===== src/rtl/lin_recur_seq_gen_if.sv =====
// Request/stream bundle for the linear-recurrence sequence generator.
interface lin_recur_seq_gen_if #(
  parameter int unsigned WIDTH = 32,
  parameter int unsigned CNT_W = 16
) ();

  logic             start;
  logic             mode;
  logic [WIDTH-1:0] seed0;
  logic [WIDTH-1:0] seed1;
  logic [WIDTH-1:0] seed2;
  logic [CNT_W-1:0] num_terms;
  logic             sat_en;
  logic [WIDTH-1:0] seq_o;
  logic             seq_valid;
  logic             seq_ready;
  logic             seq_last;
  logic             busy;
  logic             done;
  logic             ovf;

  modport master (
    output start, mode, seed0, seed1, seed2, num_terms, sat_en, seq_ready,
    input  seq_o, seq_valid, seq_last, busy, done, ovf
  );

  modport slave (
    input  start, mode, seed0, seed1, seed2, num_terms, sat_en, seq_ready,
    output seq_o, seq_valid, seq_last, busy, done, ovf
  );

endinterface


===== src/rtl/lin_recur_seq_gen.sv =====
// Fibonacci/Tribonacci-type term generator with valid/ready output stream,
// optional saturation and a sticky overflow flag.
module lin_recur_seq_gen #(
  parameter int unsigned WIDTH = 32,
  parameter int unsigned CNT_W = 16
) (
  input  logic               clk,
  input  logic               reset,
  lin_recur_seq_gen_if.slave bus
);

  localparam int unsigned SUM_W = WIDTH + 2;

  typedef enum logic {S_IDLE, S_RUN} state_t;

  state_t           r_state, w_state_nxt;
  logic [WIDTH-1:0] r_a, r_b, r_c;
  logic [WIDTH-1:0] w_a_nxt, w_b_nxt, w_c_nxt;
  logic [CNT_W-1:0] r_remain, w_remain_nxt;
  logic             r_mode, w_mode_nxt;
  logic             r_sat, w_sat_nxt;
  logic             r_done, w_done_nxt;
  logic             r_ovf, w_ovf_nxt;

  logic [SUM_W-1:0] w_sum;
  logic             w_sum_ovf;
  logic [WIDTH-1:0] w_sum_val;
  logic             w_valid;
  logic             w_last;
  logic             w_hs;

  // Next-term sum with two guard bits; the third operand only joins in mode 1.
  assign w_sum     = SUM_W'(r_a) + SUM_W'(r_b) + (r_mode ? SUM_W'(r_c) : {SUM_W{1'b0}});
  assign w_sum_ovf = |w_sum[SUM_W-1:WIDTH];
  assign w_sum_val = (w_sum_ovf && r_sat) ? {WIDTH{1'b1}} : w_sum[WIDTH-1:0];

  assign w_valid = (r_state == S_RUN);
  assign w_last  = w_valid && (r_remain == CNT_W'(1));
  assign w_hs    = w_valid && bus.seq_ready;

  assign bus.seq_o     = r_a;
  assign bus.seq_valid = w_valid;
  assign bus.seq_last  = w_last;
  assign bus.busy      = w_valid;
  assign bus.done      = r_done;
  assign bus.ovf       = r_ovf;

  // State register.
  always_ff @(posedge clk or posedge reset) begin
    if (reset) r_state <= S_IDLE;
    else       r_state <= w_state_nxt;
  end

  // Next-state and datapath updates; the final handshake holds a/b/c so seq_o keeps its last term.
  always_comb begin
    w_state_nxt  = r_state;
    w_a_nxt      = r_a;
    w_b_nxt      = r_b;
    w_c_nxt      = r_c;
    w_remain_nxt = r_remain;
    w_mode_nxt   = r_mode;
    w_sat_nxt    = r_sat;
    w_ovf_nxt    = r_ovf;
    w_done_nxt   = 1'b0;
    case (r_state)
      S_IDLE: begin
        if (bus.start) begin
          w_ovf_nxt = 1'b0;
          if (bus.num_terms != '0) begin
            w_a_nxt      = bus.seed0;
            w_b_nxt      = bus.seed1;
            w_c_nxt      = bus.seed2;
            w_mode_nxt   = bus.mode;
            w_sat_nxt    = bus.sat_en;
            w_remain_nxt = bus.num_terms;
            w_state_nxt  = S_RUN;
          end else begin
            w_done_nxt = 1'b1;
          end
        end
      end
      S_RUN: begin
        if (w_hs) begin
          w_remain_nxt = r_remain - CNT_W'(1);
          if (w_sum_ovf) w_ovf_nxt = 1'b1;
          if (w_last) begin
            w_state_nxt = S_IDLE;
            w_done_nxt  = 1'b1;
          end else begin
            w_a_nxt = r_b;
            if (r_mode) begin
              w_b_nxt = r_c;
              w_c_nxt = w_sum_val;
            end else begin
              w_b_nxt = w_sum_val;
            end
          end
        end
      end
      default: w_state_nxt = S_IDLE;
    endcase
  end

  // Datapath and flag registers.
  always_ff @(posedge clk or posedge reset) begin
    if (reset) begin
      r_a      <= '0;
      r_b      <= '0;
      r_c      <= '0;
      r_remain <= '0;
      r_mode   <= 1'b0;
      r_sat    <= 1'b0;
      r_done   <= 1'b0;
      r_ovf    <= 1'b0;
    end else begin
      r_a      <= w_a_nxt;
      r_b      <= w_b_nxt;
      r_c      <= w_c_nxt;
      r_remain <= w_remain_nxt;
      r_mode   <= w_mode_nxt;
      r_sat    <= w_sat_nxt;
      r_done   <= w_done_nxt;
      r_ovf    <= w_ovf_nxt;
    end
  end

endmodule


===== src/flat_wrapper.sv =====
// flat-port wrapper written by rule: the top's interface ports become plain ports
module lin_recur_seq_gen_flat 
#(
  parameter int unsigned WIDTH = 32,
  parameter int unsigned CNT_W = 16
)
  (clk, reset, bus_start, bus_mode, bus_seed0, bus_seed1, bus_seed2, bus_num_terms, bus_sat_en, bus_seq_ready, bus_seq_o, bus_seq_valid, bus_seq_last, bus_busy, bus_done, bus_ovf);
  lin_recur_seq_gen_if #(.WIDTH(WIDTH), .CNT_W(CNT_W)) bus_i ();
  input  logic clk;
  input  logic reset;
  input wire logic [$bits(bus_i.start)-1:0] bus_start;
  input wire logic [$bits(bus_i.mode)-1:0] bus_mode;
  input wire logic [$bits(bus_i.seed0)-1:0] bus_seed0;
  input wire logic [$bits(bus_i.seed1)-1:0] bus_seed1;
  input wire logic [$bits(bus_i.seed2)-1:0] bus_seed2;
  input wire logic [$bits(bus_i.num_terms)-1:0] bus_num_terms;
  input wire logic [$bits(bus_i.sat_en)-1:0] bus_sat_en;
  input wire logic [$bits(bus_i.seq_ready)-1:0] bus_seq_ready;
  output wire logic [$bits(bus_i.seq_o)-1:0] bus_seq_o;
  output wire logic [$bits(bus_i.seq_valid)-1:0] bus_seq_valid;
  output wire logic [$bits(bus_i.seq_last)-1:0] bus_seq_last;
  output wire logic [$bits(bus_i.busy)-1:0] bus_busy;
  output wire logic [$bits(bus_i.done)-1:0] bus_done;
  output wire logic [$bits(bus_i.ovf)-1:0] bus_ovf;
  assign bus_i.start = bus_start;
  assign bus_i.mode = bus_mode;
  assign bus_i.seed0 = bus_seed0;
  assign bus_i.seed1 = bus_seed1;
  assign bus_i.seed2 = bus_seed2;
  assign bus_i.num_terms = bus_num_terms;
  assign bus_i.sat_en = bus_sat_en;
  assign bus_i.seq_ready = bus_seq_ready;
  assign bus_seq_o = bus_i.seq_o;
  assign bus_seq_valid = bus_i.seq_valid;
  assign bus_seq_last = bus_i.seq_last;
  assign bus_busy = bus_i.busy;
  assign bus_done = bus_i.done;
  assign bus_ovf = bus_i.ovf;
  lin_recur_seq_gen #(.WIDTH(WIDTH), .CNT_W(CNT_W)) u_core (.clk(clk), .reset(reset), .bus(bus_i));
endmodule

===== config.mk =====
export PLATFORM = sky130hd
export DESIGN_NAME = lin_recur_seq_gen_flat
export DESIGN_NICKNAME = d
export VERILOG_FILES = /design/src/rtl/lin_recur_seq_gen_if.sv /design/src/rtl/lin_recur_seq_gen.sv /design/src/flat_wrapper.sv
export SDC_FILE = /design/constraint.sdc
export NUM_CORES = 1
export LEC_CHECK = 0
export ABC_AREA = 1
export BUFFER_PORTS_ARGS = -buffer_cell sky130_fd_sc_hd__clkbuf_2
export CAP_MARGIN = 15
export CORE_AREA = 8 8 142 144
export CTS_CLUSTER_SIZE = 10
export DETAILED_ROUTE_END_ITERATION = 10
export DIE_AREA = 0 0 150 152
export PLACE_DENSITY = 0.83
export SYNTH_ARGS = -nofsm -noshare
export SYNTH_HDL_FRONTEND = slang
export SYNTH_SLANG_ARGS = --single-unit

===== constraint.sdc =====
create_clock -name clk -period 5 [get_ports clk]
set_input_delay 1 -clock clk [delete_from_list [all_inputs] [get_ports clk]]
set_output_delay 1 -clock clk [all_outputs]
set_load 0.005 [all_outputs]

==> out/metrics.cfg <==
[drt]
dr.pass1.iters=6
wl_per_cell_um=15.2
viasPerCell=5.44
routed_wirelength_mm=30.4
vias=10900
ant_nets=0
first_iter_violations=759
drc=0

[timing]
finalCritPeriodShare_pct=91.7
hold_viol=0
relSlewSlack_pct=34.6
whs_ps=478
fmax_mhz=218
tightest_slew_ps=978
drv_slew=0
rsz0062_at_grt=false
finClkSkew_ps=9.19
setup_viol=0
post-route-min-period_ps=4580
fin_tns_setup_ps=0

[cts]
clk_pin_slew_ps=60
clockRootBuffer=clkbuf_16
cts_tree=built
cts.sinks=117
cts_hold_buf=0
htreeDepth=4
postCtsSetupRepairBufs=0
clock_path_buffers=2
numCtsBuffers=17
clock_latency_ps=430

[min_path]
whs_path_depth=2
worst_hold_path.endpoint=u_core.r_c[2]
hp-start=u_core.r_c[2]
min_path_type=reg -> reg

[grt]
grt_overflow=0
grt_pass1_wl_mm=51.2
antenna_found_initial=0
track_usage_pct=26.9
grt_max_degree=65
grt_pass1_vias=10900

[final_layout]
area_growth_pct=15.0
nets=1939
diodes=0
final_util_pct=66.9
drive_above_1_share_pct=12.4
final.fill_count=1650

[place]
gp_congestion=0.958
portBuffers=154
hpwl_mm=23.1

[logic_synthesis]
synthArstFlopShare_pct=100
netlist_area_um2=10300
ys_ff_latch=117
synth_edf_count=0
synthFlopType=dfrtp_1
ys_types=47
syn_nets=1812
synth_seq_area_share_pct=28.3
ys_warn_count=0
syn_inst=1626
syn_avg_cell_area_um2=6.36

[setup_path]
rr_endpoint=u_core.r_c[16]
r2r_start=u_core.bus.seq_o[0]
crit_type=reg -> reg
start_kind=flip-flop
worstPathArrival_ps=4890
reg2reg_slack_ps=420
r2r_cells=27
crit_fanout=32
required_ps=5300
endpoint_kind=flip-flop

[floorplan]
die_w_um=150
die_h_um=152
core_um2=17800
rows=49
start_util_pct=58.2
ios=155
die_area_um2=22800

[run_status]
outcome=complete, no violations

[flow_run]
cap_violations=0

-- cells by family (layout without fill, tap and decap cells) --
logic type,count (synthesis),count (layout),share of synthesized area (%)
simple gates,776,776,30.0
compound gates,332,332,18.2
buf+inv,277,417,10.4
flops,117,117,28.3
fa+ha+maj,68,68,8.37
xor+xnor,54,54,4.57
mux,2,2,0.218
-- layout by cell type (no fill, tap or decap), types with 3 or more instances in the layout --
cell        count
nand2_1       498
inv_1         218
nor2_1        186
clkbuf_2      154
dfrtp_1       116
a21oi_1       111
o21ai_0       103
ha_1           66
nand3_1        39
a211oi_1       33
o21ai_1        31
xor2_1         28
xnor2_1        26
clkbuf_16      17
o21bai_1       14
a21o_1         12
nor3_1         11
nor4_1         10
buf_4          10
nand2_2         7
and2_1          6
o211ai_1        6
a31oi_1         5
clkinv_2        4
and3_1          4
o22ai_1         4
nand4_1         3
bufinv_16       3
clkinv_4        3
clkinvlp_4      3
-- metrics by stage --
step                      area (µm²)  setup slack, ps  instances
final                          11900              416       1995
after global routing           11900             44.3       1995
after CTS                      11900              409       1995
after detailed placement       11300              448       1963
after global placement         11300              521       1963
after floorplan                10300              899       1626
-- cell type report --
| type | instances | area, µm² | share of cell area, % |
|---|---|---|---|
| sequential | 117 | 2930 | 24.7 |
| clock buffer | 20 | 457 | 3.84 |
| timing repair buffer | 165 | 866 | 7.28 |
| multi-input combinational | 1232 | 6370 | 53.6 |
| inverter | 220 | 830 | 6.98 |
| clock inverter | 12 | 154 | 1.29 |
| tap | 229 | 287 | 2.41 |
-- Yosys cell counts, drive strengths merged, types with 3 or more instances --
cell type  count  area (µm²)
a211oi        33         248
a21o          12        90.1
a21oi        111         556
a31oi          5        31.3
and2           6        37.5
and3           4        25.0
buf           17        98.8
clkbuf        40         150
dfrtp        117        2930
ha            66         826
inv          219         822
nand2        506        1920
nand3         42         225
nand4          3        18.8
nor2         189         714
nor3          11        55.1
nor4          10        62.6
o211ai         6        45.0
o21ai        135         679
o21bai        14         105
o22ai          4        25.0
xnor2         26         228
xor2          28         245
-- critical path, cell delays in order (launching register included) --
cell	delay, ps
dfrtp_1	370
ha_1	170
inv_1	50
fa_1	400
inv_1	70
nand2_1	40
nand2_1	110
nand3_1	110
nand2_2	130
nand2_1	90
nand2_2	150
a31oi_1	160
o21ai_0	370
a21oi_1	140
xor2_1	180
ha_1	390
a21oi_1	270
o21bai_1	110
nand2_1	70
nand2_1	50
a21oi_1	110
nand2_1	60
nand2_1	70
nand3_2	140
nand2_8	250
nand2_1	140
o21ai_1	150
nand2_1	80
-- sequential cells by signal, summed over array words and instances (netlist names) --
name and cells:
u_core.bus.seq_o 32, u_core.r_b 32, u_core.r_c 32, u_core.r_remain 16
u_core.bus.busy 1, u_core.bus.done 1, u_core.bus.ovf 1, u_core.r_mode 1
u_core.r_sat 1
-- metal layers --
| layer | share of wire (%) | global-route usage, % | up-vias |
|---|---|---|---|
| met5 | 0 | 0 | - |
| li1 | - | - | 5469 |
| met4 | 1.8 | 8.43 | 0 |
| met2 | 46 | 43.3 | 391 |
| met3 | 6.5 | 4.28 | 54 |
| met1 | 46 | 36.2 | 4946 |
-- how the worst max path moves through the flow --
stage | start | endpoint | cells after the start
final | u_core.bus.seq_o[0] | u_core.r_c[16] | 27
after global routing | u_core.bus.seq_o[0] | u_core.r_b[21] | 27
after CTS | u_core.bus.seq_o[0] | u_core.r_c[5] | 27
after detailed placement | u_core.bus.seq_o[0] | u_core.r_c[5] | 27
after global placement | u_core.bus.seq_o[0] | u_core.r_c[11] | 27
after floorplan | reset | u_core.bus.busy | 1
-- timing repair --
action,in CTS,in global routing
resized for setup,0,1
endpoints found under the setup margin,0,29
hold endpoints to repair,0,0
Power is left out: the tool's default activity adds up to more than one toggle a clock period on the data nets, which glitch-free logic cannot reach.
